File: src/rtl/rr_arbiter4.sv
// rtl/rr_arbiter4.sv - four-requester round-robin arbiter with bounded hold time
//
// Shares one downstream resource among four requesters. A rotating priority
// pointer gives fairness. A hold counter forces a handoff once the current
// holder has kept the grant for MAX_HOLD cycles while someone else is waiting.
//
// Ports:
//   clk     - system clock, rising edge
//   rst     - synchronous reset, active-high
//   en      - arbitration enable; low drops any grant and idles the arbiter
//   req     - request vector, req[k]=1 means requester k wants the resource
//   gnt     - registered one-hot grant, 0000 when idle
//   gnt_id  - binary index of the holder, meaningful while gnt_vld=1
//   gnt_vld - 1 while a grant is active
module rr_arbiter4 #(
    parameter int MAX_HOLD = 8
) (
    input  logic       clk,
    input  logic       rst,
    input  logic       en,
    input  logic [3:0] req,
    output logic [3:0] gnt,
    output logic [1:0] gnt_id,
    output logic       gnt_vld
);

    typedef enum logic {
        IDLE  = 1'b0,
        GRANT = 1'b1
    } state_t;

    localparam logic [7:0] HOLD_MAX = 8'(MAX_HOLD);

    state_t     state;
    logic [1:0] ptr;
    logic [7:0] cnt;

    logic [3:0] cand;
    logic       found;
    logic [1:0] win;

    // Candidates for the next grant. While granting, the holder is removed so
    // that a timeout rotates to someone else. On release req[holder] is
    // already 0, so the same mask serves both cases.
    always_comb begin
        cand = req;
        if (state == GRANT) begin
            cand = req & ~gnt;
        end
    end

    // Rotating priority search starting at ptr. ptr always sits at
    // holder+1 during a grant, so this also finds "first pending after h".
    always_comb begin
        found = 1'b0;
        win   = 2'd0;
        for (int i = 0; i < 4; i++) begin
            if (!found && cand[ptr + 2'(i)]) begin
                found = 1'b1;
                win   = ptr + 2'(i);
            end
        end
    end

    always_ff @(posedge clk) begin
        if (rst) begin
            state   <= IDLE;
            ptr     <= 2'd0;
            cnt     <= 8'd0;
            gnt     <= 4'b0000;
            gnt_id  <= 2'd0;
            gnt_vld <= 1'b0;
        end else if (!en) begin
            // ptr is deliberately kept so fairness resumes where it left off
            state   <= IDLE;
            cnt     <= 8'd0;
            gnt     <= 4'b0000;
            gnt_vld <= 1'b0;
        end else begin
            case (state)
                IDLE: begin
                    if (found) begin
                        state   <= GRANT;
                        gnt     <= 4'b0001 << win;
                        gnt_id  <= win;
                        gnt_vld <= 1'b1;
                        ptr     <= win + 2'd1;
                        cnt     <= 8'd1;
                    end
                end
                GRANT: begin
                    if (!req[gnt_id] || (cnt == HOLD_MAX && found)) begin
                        // Release or timeout: hand off without an idle gap
                        // when anyone else is waiting.
                        if (found) begin
                            gnt    <= 4'b0001 << win;
                            gnt_id <= win;
                            ptr    <= win + 2'd1;
                            cnt    <= 8'd1;
                        end else begin
                            state   <= IDLE;
                            gnt     <= 4'b0000;
                            gnt_vld <= 1'b0;
                            cnt     <= 8'd0;
                        end
                    end else if (cnt != HOLD_MAX) begin
                        cnt <= cnt + 8'd1;
                    end
                end
                default: begin
                    state   <= IDLE;
                    gnt     <= 4'b0000;
                    gnt_vld <= 1'b0;
                    cnt     <= 8'd0;
                end
            endcase
        end
    end

endmodule

File: config.mk
export PLATFORM = sky130hd
export DESIGN_NAME = rr_arbiter4
export DESIGN_NICKNAME = d
export VERILOG_FILES = /design/src/rtl/rr_arbiter4.sv
export SDC_FILE = /design/constraint.sdc
export NUM_CORES = 1
export LEC_CHECK = 0
export CAP_MARGIN = 20
export CORE_AREA = 10 10 65 67
export CTS_CLUSTER_SIZE = 24
export DETAILED_ROUTE_END_ITERATION = 16
export DIE_AREA = 0 0 75 77
export GPL_TIMING_DRIVEN = 1
export HOLD_SLACK_MARGIN = 0.02
export PLACE_DENSITY_LB_ADDON = 0.15
export SYNTH_ARGS = -nofsm -noshare
export SYNTH_HDL_FRONTEND = slang
export SYNTH_SLANG_ARGS = --single-unit
File: constraint.sdc
create_clock -name clk -period 2.88 [get_ports clk]
set_input_delay 0.432 -clock clk [delete_from_list [all_inputs] [get_ports clk]]
set_output_delay 0.432 -clock clk [all_outputs]
set_load 0.1 [all_outputs]
Yosys cells after proc, flatten, opt, wreduce, memory -nomap -nowiden

Index checks and enable logic that the tools add are counted.

$add $sub $neg: 5
Order comparisons: 5
Equality and inequality tests: 6
Shifts and indexed selects: 1
Multiplexer cells: 41
Bitwise operators: 4
Reduce and logical (&&, ||, !) cells: 14

Operators by type and width:

| cell                                                        | number |
|---|---|
| 2-to-1 mux 8 bit                                            | 3 |
| 2-to-1 mux 2 bit                                            | 8 |
| 2-to-1 mux 4 bit                                            | 4 |
| case mux 8 bit (2 select lines)                             | 1 |
| less-than comparator 2 x 3 -> 1 bit (second input constant) | 5 |
| 2-to-1 mux 1 bit                                            | 15 |
| binary-select mux 1 bit (select 2 bit)                      | 5 |
| adder 8 x 1 -> 8 bit (second input constant)                | 1 |
| == test 8 x 4 -> 1 bit (second input constant)              | 1 |
| inequality test 8 x 4 -> 1 bit (second input constant)      | 1 |
| case mux 2 bit (2 select lines)                             | 2 |
| case mux 4 bit (2 select lines)                             | 1 |
| AND reduction 2 bit                                         | 3 |
| adder 2 x 1 -> 2 bit (second input constant)                | 2 |
| adder 2 bit (second input constant)                         | 2 |
| bitwise AND 4 bit                                           | 1 |
| logical AND 1 bit                                           | 4 |
| logical NOT 1 bit                                           | 4 |
| inequality test 2 bit (second input constant)               | 2 |
| NOT 4 bit                                                   | 1 |
| case mux 1 bit (2 select lines)                             | 2 |
| left shift 1 x 2 -> 4 bit (first input constant)            | 1 |
| inequality test 3 x 1 -> 1 bit (second input constant)      | 1 |
| AND reduction 3 bit                                         | 1 |
| 4 further kinds                                             | 5 |

Register bits after elaboration: 18
Input bits: 7
Output and inout bits: 7
Word-level logic and storage cells: 82

Depth between registers and ports, before layout

Word-level depth: 19
Gate-level depth with buffers: 8
Mapped depth without buffers: 7

Worst setup path before layout

No wires, ideal clock.

Path type: flip-flop to flip-flop
From: register gnt[0]
To: register cnt[7]
Setup time: 0.133 ns
Arrival: 2.465 ns
Required time: 2.747 ns
Setup slack: 0.282 ns
Cell stages (with the launch flop): 9
Clock period less this slack: 2.598 ns
Path through: dfxtp_1 > a21boi_0 > or2_4 > nor2_1 > ha_1 > clkbuf_2 > nor4_1 > nand3b_1 > o221ai_1

Word-level cells in the longest chain between the ends: 19
Elaborated cells between the ends (all ways): 28
Classes of those cells: eq/ne (2); mux (15); bitwise (2); reduce/logical (9)

RTL lines:

| item                                                                          | line | RTL |
|---|---|---|
| start, declared                                                               | 22   | `output logic [3:0] gnt,` |
| start signal, assigned                                                        | 84   | `gnt <= 4'b0001 << win;` |
| start signal, assigned                                                        | 96   | `gnt <= 4'b0001 << win;` |
| NOT 4 bit *                                                                   | 48   | `cand = req & ~gnt;` |
| bitwise AND 4 bit *                                                           | 48   |  |
| 2-to-1 mux 4 bit *                                                            | 47   | `if (state == GRANT) begin` |
| binary-select mux 1 bit (select 2 bit)                                        | 58   | `if (!found && cand[ptr + 2'(i)]) begin` |
| 2-to-1 mux 1 bit (implied by the code)                                        | 58   |  |
| 2-to-1 mux 1 bit                                                              | 58   |  |
| logical NOT 1 bit                                                             | 58   |  |
| logical AND 1 bit                                                             | 58   |  |
| [3 not listed]                                                                | -    |  |
| 2-to-1 mux 1 bit                                                              | 58   |  |
| logical NOT 1 bit                                                             | 58   |  |
| logical AND 1 bit                                                             | 58   |  |
| 2-to-1 mux 1 bit *                                                            | 58   |  |
| logical AND 1 bit                                                             | 92   | `if (!req[gnt_id] \|\| (cnt == HOLD_MAX && found)) begin` |
| logical OR 1 bit                                                              | 92   |  |
| 2-to-1 mux 8 bit / inequality test 3 x 1 -> 1 bit (equally long branches)     | -    |  |
| case mux 8 bit (2 select lines) / AND reduction 2 bit (equally long branches) | -    |  |
| end signal, assigned                                                          | 107  | `cnt <= cnt + 8'd1;` |
| end, declared                                                                 | 36   | `logic [7:0] cnt;` |

Every way passes the cells marked *; elsewhere a longest branch is shown, timed or not. The select of a mux whose other input is x is not followed.
A chain may end at the register's enable or synchronous reset.

Worst setup path after layout

From: input req[0]
To: register cnt[7]

Word-level cells in the longest chain between the ends: 18
Elaborated cells between the ends (all ways): 30
Classes of those cells: eq/ne (2); mux (17); bitwise (1); reduce/logical (10)

RTL lines:

| item                                                                          | line | RTL |
|---|---|---|
| start, declared                                                               | 21   | `input logic [3:0] req,` |
| bitwise AND 4 bit                                                             | 48   |  |
| 2-to-1 mux 4 bit                                                              | 47   |  |
| binary-select mux 1 bit (select 2 bit)                                        | 58   |  |
| 2-to-1 mux 1 bit (implied by the code)                                        | 58   |  |
| 2-to-1 mux 1 bit                                                              | 58   |  |
| logical NOT 1 bit                                                             | 58   |  |
| logical AND 1 bit                                                             | 58   |  |
| 2-to-1 mux 1 bit                                                              | 58   |  |
| [2 not listed]                                                                | -    |  |
| 2-to-1 mux 1 bit                                                              | 58   |  |
| logical NOT 1 bit                                                             | 58   |  |
| logical AND 1 bit                                                             | 58   |  |
| 2-to-1 mux 1 bit                                                              | 58   |  |
| logical AND 1 bit                                                             | 92   |  |
| logical OR 1 bit                                                              | 92   |  |
| 2-to-1 mux 8 bit / inequality test 3 x 1 -> 1 bit (equally long branches)     | -    |  |
| case mux 8 bit (2 select lines) / AND reduction 2 bit (equally long branches) | -    |  |

Parallel ways exist; a longest one is shown, timed or not. The select of a mux whose other input is x is not followed.

==> metrics.md <==
| Metric | Value |
|---|---|
| Syn Inst Count | 133 |
| Hold Buf Count CTS | 0 |
| Nets@finish | 166 |
| Total CTS buffers | 3 |
| Arrival @ worst endpoint | 2.44 ns |
| Slew HR | 0.692 |
| Clock Sinks | 18 |
| Largest net degree at the start of global routing | 11 |
| Status | finished, final reports clean |
| Dpl hpwl | 2170 µm |
| Endpoints failing setup | 0 |
| Layout cell share with drive strength beyond 1 | 0.192 |
| Fmax | 444 MHz |
| Post-synth top flop | dfxtp_1 |
| Core Rows | 20 |
| Via total after detailed routing | 1,013 |
| Critical path required time | 3.07 ns |
| CTS H-tree depth | 1 |
| Die height | 77 µm |
| Fin crit period | 2.25 ns |
| Sequential area share after synthesis | 0.311 |
| Critical path class | in2reg |
| FF+latch count, synth | 18 |
| Root Buffer | clkbuf_4 |
| Area growth syn-to-layout | 16.7% |
| Die area | 5780 µm² |
| Via density per instance | 5.51 |
| Startpoint types | primary input |
| Leakage power | 0.510 nW |
| Distinct cells, synth | 43 |
| Most common cell after layout, fill and taps aside | dfxtp_1 |
| CTS Buffer Depth | 2 |
| Post-CTS setup buffers | 0 |
| VDD IR max | 0.249 mV |
| Slew @ Worst Pin | 0.458 ns |
| Initial core utilization | 0.389 |
| Final GP Congestion | 0.772 |
| Chip width | 75 µm |
| Gr ovfl total | 0 |
| Core area | 2980 µm² |
| DRT iter0 DRCs | 52 |
| Port buffer count | 13 |
| RSZ-0062 raised after global routing | no |
| CTS resizes | 0 |
| Cell Pwr Density | 441 nW/µm² |
| Antenna violations before repair | 0 |
| ANT cells | 0 |
| Final setup TNS | 0 ns |
| Worst clock skew | 0.00726 ns |
| Post-synth EDFFs | 0 |
| Hold Violations, Final | 0 |
| Worst hold path class | reg2reg |
| Total Routed Length | 2740 µm |
| Number of global-route vias before repair | 954 |
| Clock transition at the registers of the reported paths | 0.12 ns |
| Worst-path fanout max | 10 |
| Post-Syn Nets | 147 |
| Fin crit share | 0.781 |
| Syn Std Cell Area | 1160 µm² |
| DR DRC count | 0 |
| Final core occ | 0.454 |
| Pins Over Slew Limit | 0 |
| Io pins | 14 |
| Commonest non-fill, non-tap cells in the layout | 18 x dfxtp_1, 15 x a21oi_1, 13 x inv_1 |
| Mean post-synth cell area | 8.71 µm² |
| Asr flop ratio synth | 0 |
| Global-route wire length before repair | 4460 µm |
| Total power draw | 0.000596 W |
| Clk_lat worst skew | 0.31 ns |
| CP endpoint kind | flop |
| TritonCTS clock tree | done |
| Total track usage | 0.0962 |
| Routed wire length per instance | 14.9 µm |
| Max Cap Viol | 0 |
| Antenna-violating nets left | 0 |
| Ys Warns | 0 |
| DRT Pass-1 Iters | 4 |
-- power breakdown --
| part | switching, W | total (W) | internal (W) |
|---|---|---|---|
| clock network | 0.0000880 | 0.000165 | 0.0000772 |
| logic | 0.000103 | 0.000158 | 0.0000553 |
| registers | 0.0000125 | 0.000273 | 0.000260 |
-- final timing paths --
| kind | from | to | slack (ns) | depth (start not counted) |
|---|---|---|---|---|
| worst max-delay path | req[0] | cnt[7]$_SDFFE_PP0P_ | 0.63 | 10 |
| worst min-delay path | gnt_vld$_SDFFE_PP0P_ | gnt_vld$_SDFFE_PP0P_ | 0.47 | 2 |
| worst max register to register | state$_SDFF_PP0_ | ptr[1]$_SDFFE_PP0P_ | 0.77 | 7 |
| worst min register to register | gnt_vld$_SDFFE_PP0P_ | gnt_vld$_SDFFE_PP0P_ | 0.47 | 2 |
-- layout make-up --
type	instances	area (µm²)
well taps	33	41.3
inverters	13	48.8
repair buffers	18	150
clock buffers	4	36.3
fillers	290	1630
multi-input cells	98	716
flip-flops and latches	18	360
-- metal layers --
| layer | GRT usage | up-vias | part of all wire |
|---|---|---|---|
| met3 | 0.0232 | 5 | 0.040 |
| met5 | 0 | - | 0 |
| met1 | 0.128 | 461 | 0.50 |
| met4 | 0.0360 | 0 | 0.013 |
| li1 | - | 526 | - |
| met2 | 0.143 | 21 | 0.45 |
-- metrics by stage --
stage	std cells	setup WS (ns)	hold WS, ns	instance area (µm²)
after global placement	180	0.384	0.461	1320
after detailed placement	180	0.304	0.459	1320
final	184	0.629	0.474	1350
after floorplan	133	0.282	0.482	1160
after global routing	184	0.445	0.515	1350
after CTS	184	0.630	0.481	1350
-- sequential cells by signal (all words and copies together), names as in the netlist --
name,count
cnt,8
gnt,4
gnt_id,2
ptr,2
gnt_vld,1
state,1
-- synthesized netlist by cell type, types with 2 or more instances --
| master | count | share of area |
|---|---|---|
| o21ai_0 | 6 | 0.026 |
| a311oi_1 | 2 | 0.015 |
| nand2_1 | 7 | 0.023 |
| nor4_1 | 3 | 0.016 |
| o221ai_1 | 4 | 0.030 |
| dfxtp_1 | 18 | 0.31 |
| inv_1 | 13 | 0.042 |
| a21boi_0 | 3 | 0.019 |
| a22o_1 | 4 | 0.030 |
| nand2b_1 | 4 | 0.022 |
| nor3_1 | 2 | 0.0086 |
| nor2_1 | 9 | 0.029 |
| a21oi_1 | 15 | 0.065 |
| ha_1 | 7 | 0.076 |
| nand3_1 | 8 | 0.035 |
-- worst max-delay path, stage by stage --
cell,delay (ns)
clkdlybuf4s50_1,0.42
a21boi_0,0.13
buf_4,0.16
or2_4,0.25
nor2_1,0.21
ha_1,0.38
nor4_1,0.11
buf_4,0.16
nand3b_1,0.08
o221ai_1,0.11
-- cell families (layout without fill, tap and decap cells) --
family | count (synthesis) | after routing | share of synthesized area
simple gates | 45 | 45 | 0.233
compound gates | 44 | 44 | 0.281
buf+inv | 17 | 35 | 0.0713
fa+ha+maj | 7 | 7 | 0.0756
flops | 18 | 18 | 0.311
mux | 2 | 2 | 0.0281
(Power assumes the default switching activity.)
